<file path="src/rtl/led_scanner_pkg.sv">
// Shared types and constants for the LED scanner and its helpers.
// Mode encodings plus the trail level range used when LED_SCANNER_TRAIL_EN is set.
package led_scanner_pkg;

    typedef enum logic [1:0] {
        MODE_BOUNCE   = 2'd0,
        MODE_ROT_UP   = 2'd1,
        MODE_ROT_DOWN = 2'd2,
        MODE_HOLD     = 2'd3
    } mode_e;

    localparam int                  LEVEL_W   = 4;
    localparam logic [LEVEL_W-1:0]  LEVEL_MAX = 4'd15;
    localparam logic [LEVEL_W-1:0]  PWM_TOP   = 4'd14;

endpackage

</file>
<file path="src/rtl/tick_divider.sv">
// Enable-gated prescaler: pulses tick once every PRESCALE enabled cycles.
// Reusable by any blinky-style block that needs a slow strobe.
module tick_divider #(
    parameter int PRESCALE = 300000
) (
    input  logic clk,
    input  logic rst,
    input  logic en,
    output logic tick
);

    localparam int              CW     = (PRESCALE > 1) ? $clog2(PRESCALE) : 1;
    localparam logic [CW-1:0]   RELOAD = CW'(PRESCALE - 1);

    logic [CW-1:0] r_cnt;
    logic          w_zero;

    assign w_zero = (r_cnt == '0);
    assign tick   = en && !rst && w_zero;

    always_ff @(posedge clk) begin
        if (rst) begin
            r_cnt <= RELOAD;
        end else if (en) begin
            r_cnt <= w_zero ? RELOAD : r_cnt - CW'(1);
        end
    end

endmodule

</file>
<file path="src/rtl/led_scanner.sv">
// Moving single-lit LED scanner with bounce, rotate and hold modes.
// Define LED_SCANNER_TRAIL_EN for a PWM-rendered fading trail behind the lit LED.
module led_scanner
    import led_scanner_pkg::*;
#(
    parameter int WIDTH    = 16,
    parameter int PRESCALE = 300000
) (
    input  logic                       clk,
    input  logic                       rst,
    input  logic                       en,
    input  logic [1:0]                 mode,
    output logic [WIDTH-1:0]           leds,
    output logic [$clog2(WIDTH)-1:0]   pos,
    output logic                       dir,
    output logic                       step
);

    localparam int             PW   = $clog2(WIDTH);
    localparam logic [PW-1:0]  LAST = PW'(WIDTH - 1);

    logic          w_step;
    logic [PW-1:0] r_pos;
    logic          r_dir;
    logic [PW-1:0] w_pos_nxt;
    logic          w_dir_nxt;

    tick_divider #(
        .PRESCALE (PRESCALE)
    ) u_div (
        .clk  (clk),
        .rst  (rst),
        .en   (en),
        .tick (w_step)
    );

    always_ff @(posedge clk) begin
        if (rst) begin
            r_pos <= '0;
            r_dir <= 1'b1;
        end else begin
            r_pos <= w_pos_nxt;
            r_dir <= w_dir_nxt;
        end
    end

    always_comb begin
        w_pos_nxt = r_pos;
        w_dir_nxt = r_dir;
        if (w_step) begin
            unique case (mode_e'(mode))
                MODE_BOUNCE: begin
                    // Turn around at the ends so each end is lit for one step only.
                    if (r_dir) begin
                        if (r_pos == LAST) begin
                            w_dir_nxt = 1'b0;
                            w_pos_nxt = LAST - PW'(1);
                        end else begin
                            w_pos_nxt = r_pos + PW'(1);
                        end
                    end else begin
                        if (r_pos == '0) begin
                            w_dir_nxt = 1'b1;
                            w_pos_nxt = PW'(1);
                        end else begin
                            w_pos_nxt = r_pos - PW'(1);
                        end
                    end
                end
                MODE_ROT_UP: begin
                    w_pos_nxt = (r_pos == LAST) ? '0 : r_pos + PW'(1);
                end
                MODE_ROT_DOWN: begin
                    w_pos_nxt = (r_pos == '0) ? LAST : r_pos - PW'(1);
                end
                MODE_HOLD: begin
                    w_pos_nxt = r_pos;
                end
            endcase
        end
    end

    assign pos  = r_pos;
    assign dir  = r_dir;
    assign step = w_step;

`ifdef LED_SCANNER_TRAIL_EN
    logic [LEVEL_W-1:0] r_level [WIDTH];
    logic [LEVEL_W-1:0] r_pwm;

    always_ff @(posedge clk) begin
        if (rst) begin
            r_pwm <= '0;
            for (int i = 0; i < WIDTH; i++) begin
                r_level[i] <= (i == 0) ? LEVEL_MAX : '0;
            end
        end else begin
            r_pwm <= (r_pwm == PWM_TOP) ? '0 : r_pwm + LEVEL_W'(1);
            if (w_step) begin
                for (int i = 0; i < WIDTH; i++) begin
                    r_level[i] <= (PW'(i) == w_pos_nxt) ? LEVEL_MAX
                                                        : (r_level[i] >> 1);
                end
            end
        end
    end

    always_comb begin
        leds = '0;
        for (int i = 0; i < WIDTH; i++) begin
            leds[i] = (r_level[i] > r_pwm);
        end
    end
`else
    always_comb begin
        leds        = '0;
        leds[r_pos] = 1'b1;
    end
`endif

endmodule
</file>
<file path="config.mk">
export PLATFORM = sky130hd
export DESIGN_NAME = led_scanner
export DESIGN_NICKNAME = d
export VERILOG_FILES = /design/src/rtl/led_scanner_pkg.sv /design/src/rtl/tick_divider.sv /design/src/rtl/led_scanner.sv
export SDC_FILE = /design/constraint.sdc
export NUM_CORES = 1
export LEC_CHECK = 0
export BUFFER_PORTS_ARGS = -buffer_cell sky130_fd_sc_hd__buf_2
export CAP_MARGIN = 20
export CORE_UTILIZATION = 45
export CTS_CLUSTER_DIAMETER = 100
export DETAILED_ROUTE_END_ITERATION = 10
export PLACE_DENSITY = 0.68
export SLEW_MARGIN = 20
export SYNTH_ARGS = -nofsm -noshare
export SYNTH_HDL_FRONTEND = slang
export SYNTH_SLANG_ARGS = --single-unit
</file>
<file path="constraint.sdc">
create_clock -name clk -period 1.95 [get_ports clk]
set_input_delay 0.39 -clock clk [delete_from_list [all_inputs] [get_ports clk]]
set_output_delay 0.39 -clock clk [all_outputs]
set_load 0.01 [all_outputs]
</file>
**Word level (Yosys, flattened, before mapping)**

Cells that the tools add are included.

- Magnitude comparators: 2
- Multipliers: 0
- Div/mod/pow operators: 0
- Shift-type cells: 0
- Eq/ne operators: 4
- Multiplexer cells: 12
- Bitwise logic cells: 1
- Reduce and logical (&&, ||, !) cells: 9
- $add $sub $neg: 3

Operators by type and width:

| kind | number |
|---|---|
| $mux 4 | 5 |
| $logic_not 19->1 | 1 |
| $mux 19 | 1 |
| $sub 19x1->19 const B | 1 |
| $pmux 4 s3 | 1 |
| $lt 4x5->1 const B | 1 |
| $add 4x1->4 const B | 1 |
| $demux 1 s4 | 1 |
| $eq 2x2->1 const B | 2 |
| $eq 4x4->1 const B | 1 |
| $ge 4x1->1 const B | 1 |
| $logic_not 4->1 | 1 |
| $mux 1 | 4 |
| $reduce_and 2->1 | 2 |
| $sub 4x1->4 const B | 1 |
| $logic_and 1x1->1 | 3 |
| $eq 2x1->1 const B | 1 |
| $logic_not 2->1 | 1 |
| $logic_not 1->1 | 1 |
| $not 1->1 | 1 |

- Memories: 0
- Word-level logic and storage cells: 34
- Memory bits (writable): 0
- Register bits: 24
- Latch bits: 0
- Output and inout bits: 22
- Bits of input ports: 5
- Bits in read-only memories: 0

**Longest topological paths before layout**

Gate-level depths: netlist (run 1).

- Word-level depth: 4
- Depth in mapped cells: 8
- Mapped depth without buffers: 7

**Hierarchy**

From an unflattened synthesis (run 1), not the netlist that was laid out.

- Cells, all modules: 198
- Area, all modules: 1,574.0 um^2

Modules (own cells, without submodules):

| module | seq. area each (um^2) | times used | area an instance (um^2) | cells an instance |
|---|---|---|---|---|
| tick_divider | 380.4 | 1 | 920.9 | 106 |
| led_scanner | 100.1 | 1 | 653.1 | 92 |

**Least setup slack after synthesis (run 1)**

Ideal clock, no wire load.

- Path type: register -> register
- From: reg u_div.r_cnt[11]
- To: reg r_pos[1], in the netlist pos[1]
- Arrival: 2.000 ns
- Data required time: 1.829 ns
- Buffers on the path: 2
- Setup time: 0.121 ns
- Stages on the path, launching flop included: 7
- Path slack: -0.171 ns
- Clock period less this slack: 2.121 ns
- Cell sequence: dfxtp_1 or4_1 buf_2 nor4_2 or4b_1 clkbuf_2 mux2_2

- Word-level cells in the longest chain between the ends: 3

Ends and longest elaborated chain:

| what | line | source |
|---|---|---|
| start: declaration | tick_divider.sv:15 | `logic [CW-1:0] r_cnt;` |
| start signal: assignment | tick_divider.sv:25 | `r_cnt <= w_zero ? RELOAD : r_cnt - CW'(1);` |
| $logic_not 19->1 | tick_divider.sv:18 | `assign w_zero = (r_cnt == '0);` |
| $logic_and 1x1->1 | tick_divider.sv:19 | `assign tick = en && !rst && w_zero;` |
| $reduce_and 2->1 (no line) | -- |  |
| end signal: assignment | led_scanner.sv:42 | `r_pos <= w_pos_nxt;` |
| end: declaration | led_scanner.sv:23 | `logic [PW-1:0] r_pos;` |

Every way passes these cells.
A chain may end at the register's enable or synchronous reset.

**Final worst setup path (run 1)**

- From: reg u_div.r_cnt[16]
- To: out step

- Word-level cells in the longest chain between the ends: 2

Ends and longest elaborated chain:

| what | line | source |
|---|---|---|
| $logic_not 19->1 | tick_divider.sv:18 |  |
| $logic_and 1x1->1 | tick_divider.sv:19 |  |
| end: declaration | led_scanner.sv:16 | `output logic step` |

Every way passes these cells.

==> results by group, run 1 <==
Setup path
  • Critical Path AT: 1.89 ns
  • Worst endpoint required time: 1.56 ns
  • Critical Path Sink Type: output port
  • Max FO, Critical Path: 2
  • CP Class: flip-flop to output port
  • Critical Path Source Type: flip-flop

Final layout
  • Nets@finish: 265
  • Post-route cell area: 0.00211 mm^2
  • Fraction of layout cells with a size suffix above 1: 0.369
  • Antenna diodes: 0
  • Final core occ: 0.633
  • Layout fillers: 298
  • Area delta synth->final: 34.9%

Power and ir drop
  • Clk pwr share: 0.391
  • Seq pwr share: 0.535
  • VDD IR max: 0.391 mV
  • Pwr dens: 437 mW/mm^2
  • Leak: 0.000927 uW
  • Net Switching: 193 uW
  • Sw Ratio: 0.209
  • Int Pwr: 730 uW
  • Gate power share: 0.074

Synthesis
  • Cell count after synthesis: 196
  • Post-synth EDFFs: 0
  • Count of cell types in the netlist: 46
  • Primary FF master, synth: dfxtp_1
  • Synth top area share: 0.307
  • Total number of yosys warnings: 0
  • Sequential-to-total area share from yosys stat: 0.307
  • Synth Register Bits: 24
  • Yosys top cell by area: dfxtp_1
  • Synth area leaders: dfxtp_1 31%, ha_1 8.0%, nand2_1 5.3%
  • Syn_area_per_cell: 7.99 um^2
  • Post-synthesis async set-or-reset flop share: 0
  • Post-synth top cells: 24 x dfxtp_1, 22 x nand2_1, 20 x nor2_1
  • Post-Syn Area: 0.00157 mm^2
  • Synthesized Nets: 211
  • Most common cell in the netlist: dfxtp_1

Global route
  • Total track usage: 0.210
  • Global-route wire length before repair: 5.84 mm
  • Global route overflow: 0
  • Largest net degree at the start of global routing: 15
  • Vias in the first global route: 1320
  • Initial antenna violation count: 0

Route
  • Residual DRC: 0
  • Via count: 1516
  • Antenna violation net count after detailed routing: 0
  • Vias per cell: 5.14
  • Wire per inst: 12.0 um
  • Initial DRC Count: 106
  • Drt first pass iters: 4
  • Routed WL: 3.53 mm

CTS
  • Later-pin clock latency in the skew report: 0.31 ns
  • Sink Count: 24
  • TritonCTS clock tree: built
  • Hold Buf Count CTS: 0
  • Clock Pin Slew Worst Setup and Hold Paths: 0.13 ns
  • CTS H-tree depth: 1
  • Clk Tree Root Cell: clkbuf_4
  • CTS max path bufs: 2
  • CTS Buf Count: 3

Placed design
  • GPL Wtd Cong: 0.821
  • Port Buf Inserts: 26
  • Dpl cell area: 0.00193 mm^2
  • DP HPWL: 2.61 mm

STA
  • Relative slew slack: 0.743
  • RSZ-0062 raised after global routing: yes
  • Fin Clk Skew: 0.00104 ns
  • Smallest hold slack: 0.340 ns
  • Setup violations, final: 6
  • Max frequency: 0.439 GHz
  • Fin crit share: 1.17
  • Min cycle time layout: 2.28 ns
  • Final WS setup: -0.330 ns
  • Fin. Hold Viols: 0
  • Slew @ Worst Pin: 0.380 ns
  • Final max-slew violation count: 0

Floorplan
  • Core Rows: 21
  • Die Span X: 61 um
  • Core footprint: 0.00334 mm^2
  • Die area: 0.00372 mm^2
  • DIE HEIGHT: 61 um
  • Initial core utilization: 0.469
  • # IOs: 27

Outcome
  • Failing checks: negative setup slack
  • Status: finished with violations

Min path
  • HP Class: primary input to flip-flop

Job
  • Max_cap viols: 0
-- cell type report --
type	instances	area, um^2	share of cell area
clock buffer	3	22.5	0.0107
clock inverter	1	30.0	0.0142
inverter	8	30.0	0.0142
multi-input combinational	154	1090	0.515
sequential	24	494	0.234
tap	46	57.6	0.0272
timing repair buffer	59	392	0.185
-- sequential cells by signal (all words and copies together) (netlist names) --
register,flops
pos,4
u_div.r_cnt,19
dir,1
-- stage by stage --
stage | power [uW] | instances | setup TNS, ns | setup slack, ns
after floorplan | 548 | 196 | -0.237 | -0.0998
after global placement | 574 | 287 | -0.361 | -0.107
after detailed placement | 575 | 287 | -0.603 | -0.149
after CTS | 931 | 291 | -0.927 | -0.340
after global routing | 963 | 295 | -1.15 | -0.433
final | 923 | 295 | -0.612 | -0.330
-- path summary, 6_finish.rpt --
| kind | start | to | slack (ns) | cells past startpoint |
|---|---|---|---|---|
| setup / recovery | u_div.r_cnt[16]$_SDFFE_PP0P_ | step | -0.33 | 5 |
| hold / removal | rst | pos[0]$_SDFFE_PP0P_ | 0.34 | 2 |
| setup reg to reg | u_div.r_cnt[16]$_SDFFE_PP0P_ | pos[1]$_SDFFE_PP0P_ | -0.11 | 4 |
| hold reg to reg | u_div.r_cnt[2]$_SDFFE_PP1P_ | u_div.r_cnt[2]$_SDFFE_PP1P_ | 0.53 | 2 |
-- critical path, cell delays in order (launching register included) --
cell	delay, ns
dfxtp_2	0.34
or4_4	0.55
nor4_4	0.24
nor2b_4	0.19
nor2b_4	0.15
buf_6	0.10
-- cell usage in the layout (no fill, tap or decap), types with 8 or more instances in the layout --
master   count
dfxtp_1     17
buf_2       25
and2_1      10
nor2_1      20
xor2_1       8
xnor2_1      9
nand2_1     22
ha_1         8
buf_4       31
-- cell families after synthesis --
group	share of synthesized area
AOI/OAI and AO/OA	0.105
buffers and inverters	0.0447
and+or+nand+nor	0.355
DFF	0.307
xor gates and xnor gates	0.0951
adders and majority gates	0.0799
muxes	0.0136
-- power by group through the flow --
stage | clock network (uW) | registers [uW] | logic, uW
2_1_floorplan | 0 | 508 | 39.9
3_3_place_gp | 0 | 508 | 66.7
3_5_place_dp | 0 | 508 | 67.0
4_1_cts | 367 | 497 | 67.3
5_1_grt | 391 | 495 | 78.0
6_report | 360 | 494 | 68.3
-- repair_timing --
action                     4_1_cts  5_1_grt
setup endpoints to repair       12       17
pin swaps                        3        5
setup buffers                    0        4
resized for setup               11       20
-- per-layer routing --
layer  wire length [um]  track usage  up-vias  share of wire
met4                 53       0.0844        0          0.015
li1                   -            -      778              -
met3                 89       0.0341        6          0.025
met1               1590        0.259      708           0.45
met5                  0            0        -              0
met2               1790        0.366       24           0.51
(Power assumes the default switching activity.)
==> run 2, diff against run 1 <==
--- a/config.mk
+++ b/config.mk
@@ -11,6 +11,7 @@
 export CTS_CLUSTER_DIAMETER = 100
 export DETAILED_ROUTE_END_ITERATION = 10
 export PLACE_DENSITY = 0.68
+export REMOVE_ABC_BUFFERS = 1
 export SLEW_MARGIN = 20
 export SYNTH_ARGS = -nofsm -noshare
 export SYNTH_HDL_FRONTEND = slang
==> results by group, run 2 (synthesis results as in run 1) <==
Outcome
  • Status: finished with violations
  • Failing checks: negative setup slack

Job
  • Max_cap viols: 0

Floorplan
  • # IOs: 27
  • Die area: 0.00372 mm^2
  • Core Rows: 21
  • DIE HEIGHT: 61 um
  • Core footprint: 0.00334 mm^2
  • Die Span X: 61 um
  • Initial core utilization: 0.469

Final layout
  • Antenna diodes: 0
  • Post-route cell area: 0.00201 mm^2
  • Commonest non-fill, non-tap cell in the layout: buf_4
  • Most frequent cells in the layout: 28 x buf_4, 25 x buf_2, 22 x nand2_1
  • Fraction of layout cells with a size suffix above 1: 0.321
  • Area delta synth->final: 28.6%
  • Max reg flops: 19
  • Largest reg by FF count: u_div.r_cnt
  • Final core occ: 0.604
  • Nets@finish: 260

Power and ir drop
  • Pwr dens: 378 mW/mm^2
  • Leak: 0.000882 uW
  • VDD IR max: 0.375 mV

CTS
  • Clock Pin Slew Worst Setup and Hold Paths: 0.12 ns
  • Later-pin clock latency in the skew report: 0.30 ns
  • TritonCTS clock tree: built
  • Sink Count: 24
  • CTS max path bufs: 2
  • Clk Tree Root Cell: clkbuf_4
  • CTS Buf Count: 3
  • CTS H-tree depth: 1

Global route
  • Met2 usage: 0.361
  • Total track usage: 0.202
  • Most used routing layer in global routing: met2
  • Vias in the first global route: 1287
  • Initial antenna violation count: 0
  • GR Util met3: 0.0171
  • Grt met1 use: 0.241
  • Global-route wire length before repair: 5.55 mm
  • Largest net degree at the start of global routing: 18
  • Global route overflow: 0

STA
  • Fin crit share: 1.14
  • RSZ-0062 raised after global routing: yes
  • Setup violations, final: 6
  • Min cycle time layout: 2.22 ns
  • Relative slew slack: 0.756
  • Final WS setup: -0.270 ns
  • Slew @ Worst Pin: 0.361 ns
  • Final max-slew violation count: 0
  • Max frequency: 0.450 GHz
  • Fin Clk Skew: 0.00123 ns
  • Fin. Hold Viols: 0

Route
  • Vias per cell: 5.09
  • Via count: 1470
  • Residual DRC: 0
  • Drt first pass iters: 4
  • Routed WL: 3.36 mm
  • Wire per inst: 11.6 um
  • Antenna violation net count after detailed routing: 0
  • Initial DRC Count: 125

Setup path
  • Max FO, Critical Path: 2
  • CP Class: flip-flop to output port
  • Critical Path Sink Type: output port
  • Worst endpoint required time: 1.56 ns
  • CP Launch Point: u_div.r_cnt[12]$_SDFFE_PP1P_
  • Reg2reg start: u_div.r_cnt[12]$_SDFFE_PP1P_
  • Critical Path Source Type: flip-flop
  • Critical Path AT: 1.83 ns

Placed design
  • DP HPWL: 2.52 mm
  • GPL Wtd Cong: 0.791
  • Port Buf Inserts: 26
  • Dpl cell area: 0.00191 mm^2

Min path
  • Hold path start: rst
  • HP Class: primary input to flip-flop
[run 2: cell count changes in the layout (fill, tap and decap cells not counted), moves of 2 or more]
cell / before / now
buf_4: 31 / 28
inv_1: 6 / 8
dfxtp_1: 17 / 20
inv_2: 2 / 0
dfxtp_4: 2 / 0
o21ai_2: 2 / 0
buf_6: 3 / 1
o21ai_0: 4 / 6
[run 2: stage by stage]
stage | worst slack, ns | total power (uW) | TNS, ns | hold slack, ns | std cells
finish | -0.270 | 760 | -0.651 | 0.347 | 289
global route | -0.393 | 802 | -1.28 | 0.349 | 289
CTS | -0.306 | 773 | -0.820 | 0.317 | 287
detailed placement | -0.136 | 568 | -0.491 | 0.494 | 284
global placement | -0.0907 | 568 | -0.255 | 0.490 | 284
floorplan | -0.164 | 547 | -0.581 | 0.455 | 186
[run 2: worst paths after layout]
path | endpoint | cells past startpoint | slack (ns)
hold / removal | pos[0]$_SDFFE_PP0P_ | 2 | 0.35
hold reg to reg | u_div.r_cnt[2]$_SDFFE_PP1P_ | 2 | 0.52
setup reg to reg | pos[1]$_SDFFE_PP0P_ | 4 | -0.11
setup / recovery | step | 5 | -0.27
[run 2: power by group]
group	total [uW]	switching [uW]	internal (uW)
registers	498	3.60	494
clock network	203	131	72.0
logic	59.2	34.3	24.9
[run 2: critical path, cell delays in order (launching register included)]
cell and delay, ns:
dfxtp_1 0.33, or4_4 0.55, nor4_4 0.22, nor2b_4 0.19, nor2b_4 0.15, buf_6 0.10
[run 2: layout make-up]
type,count,area (um^2)
fill,319,1320
multi-input combinational,154,1070
sequential,24,485
timing repair buffer,54,347
tap,46,57.6
inverter,8,30.0
clock buffer,3,22.5
[run 2: metal layers]
| metal | part of all wire | routed length (um) |
|---|---|---|
| met5 | 0 | 0 |
| met4 | 0.019 | 63 |
| met3 | 0.035 | 118 |
| met2 | 0.49 | 1650 |
| met1 | 0.45 | 1530 |
[run 2: timing repair]
| item | 4_1_cts | 5_1_grt |
|---|---|---|
| gates resized for setup | 10 | 8 |
| hold buffers | 0 | 0 |
| buffers inserted | 0 | 2 |
| pin swaps | 1 | 3 |
| setup endpoints to repair | 16 | 19 |
| hold endpoints to repair | 0 | 0 |
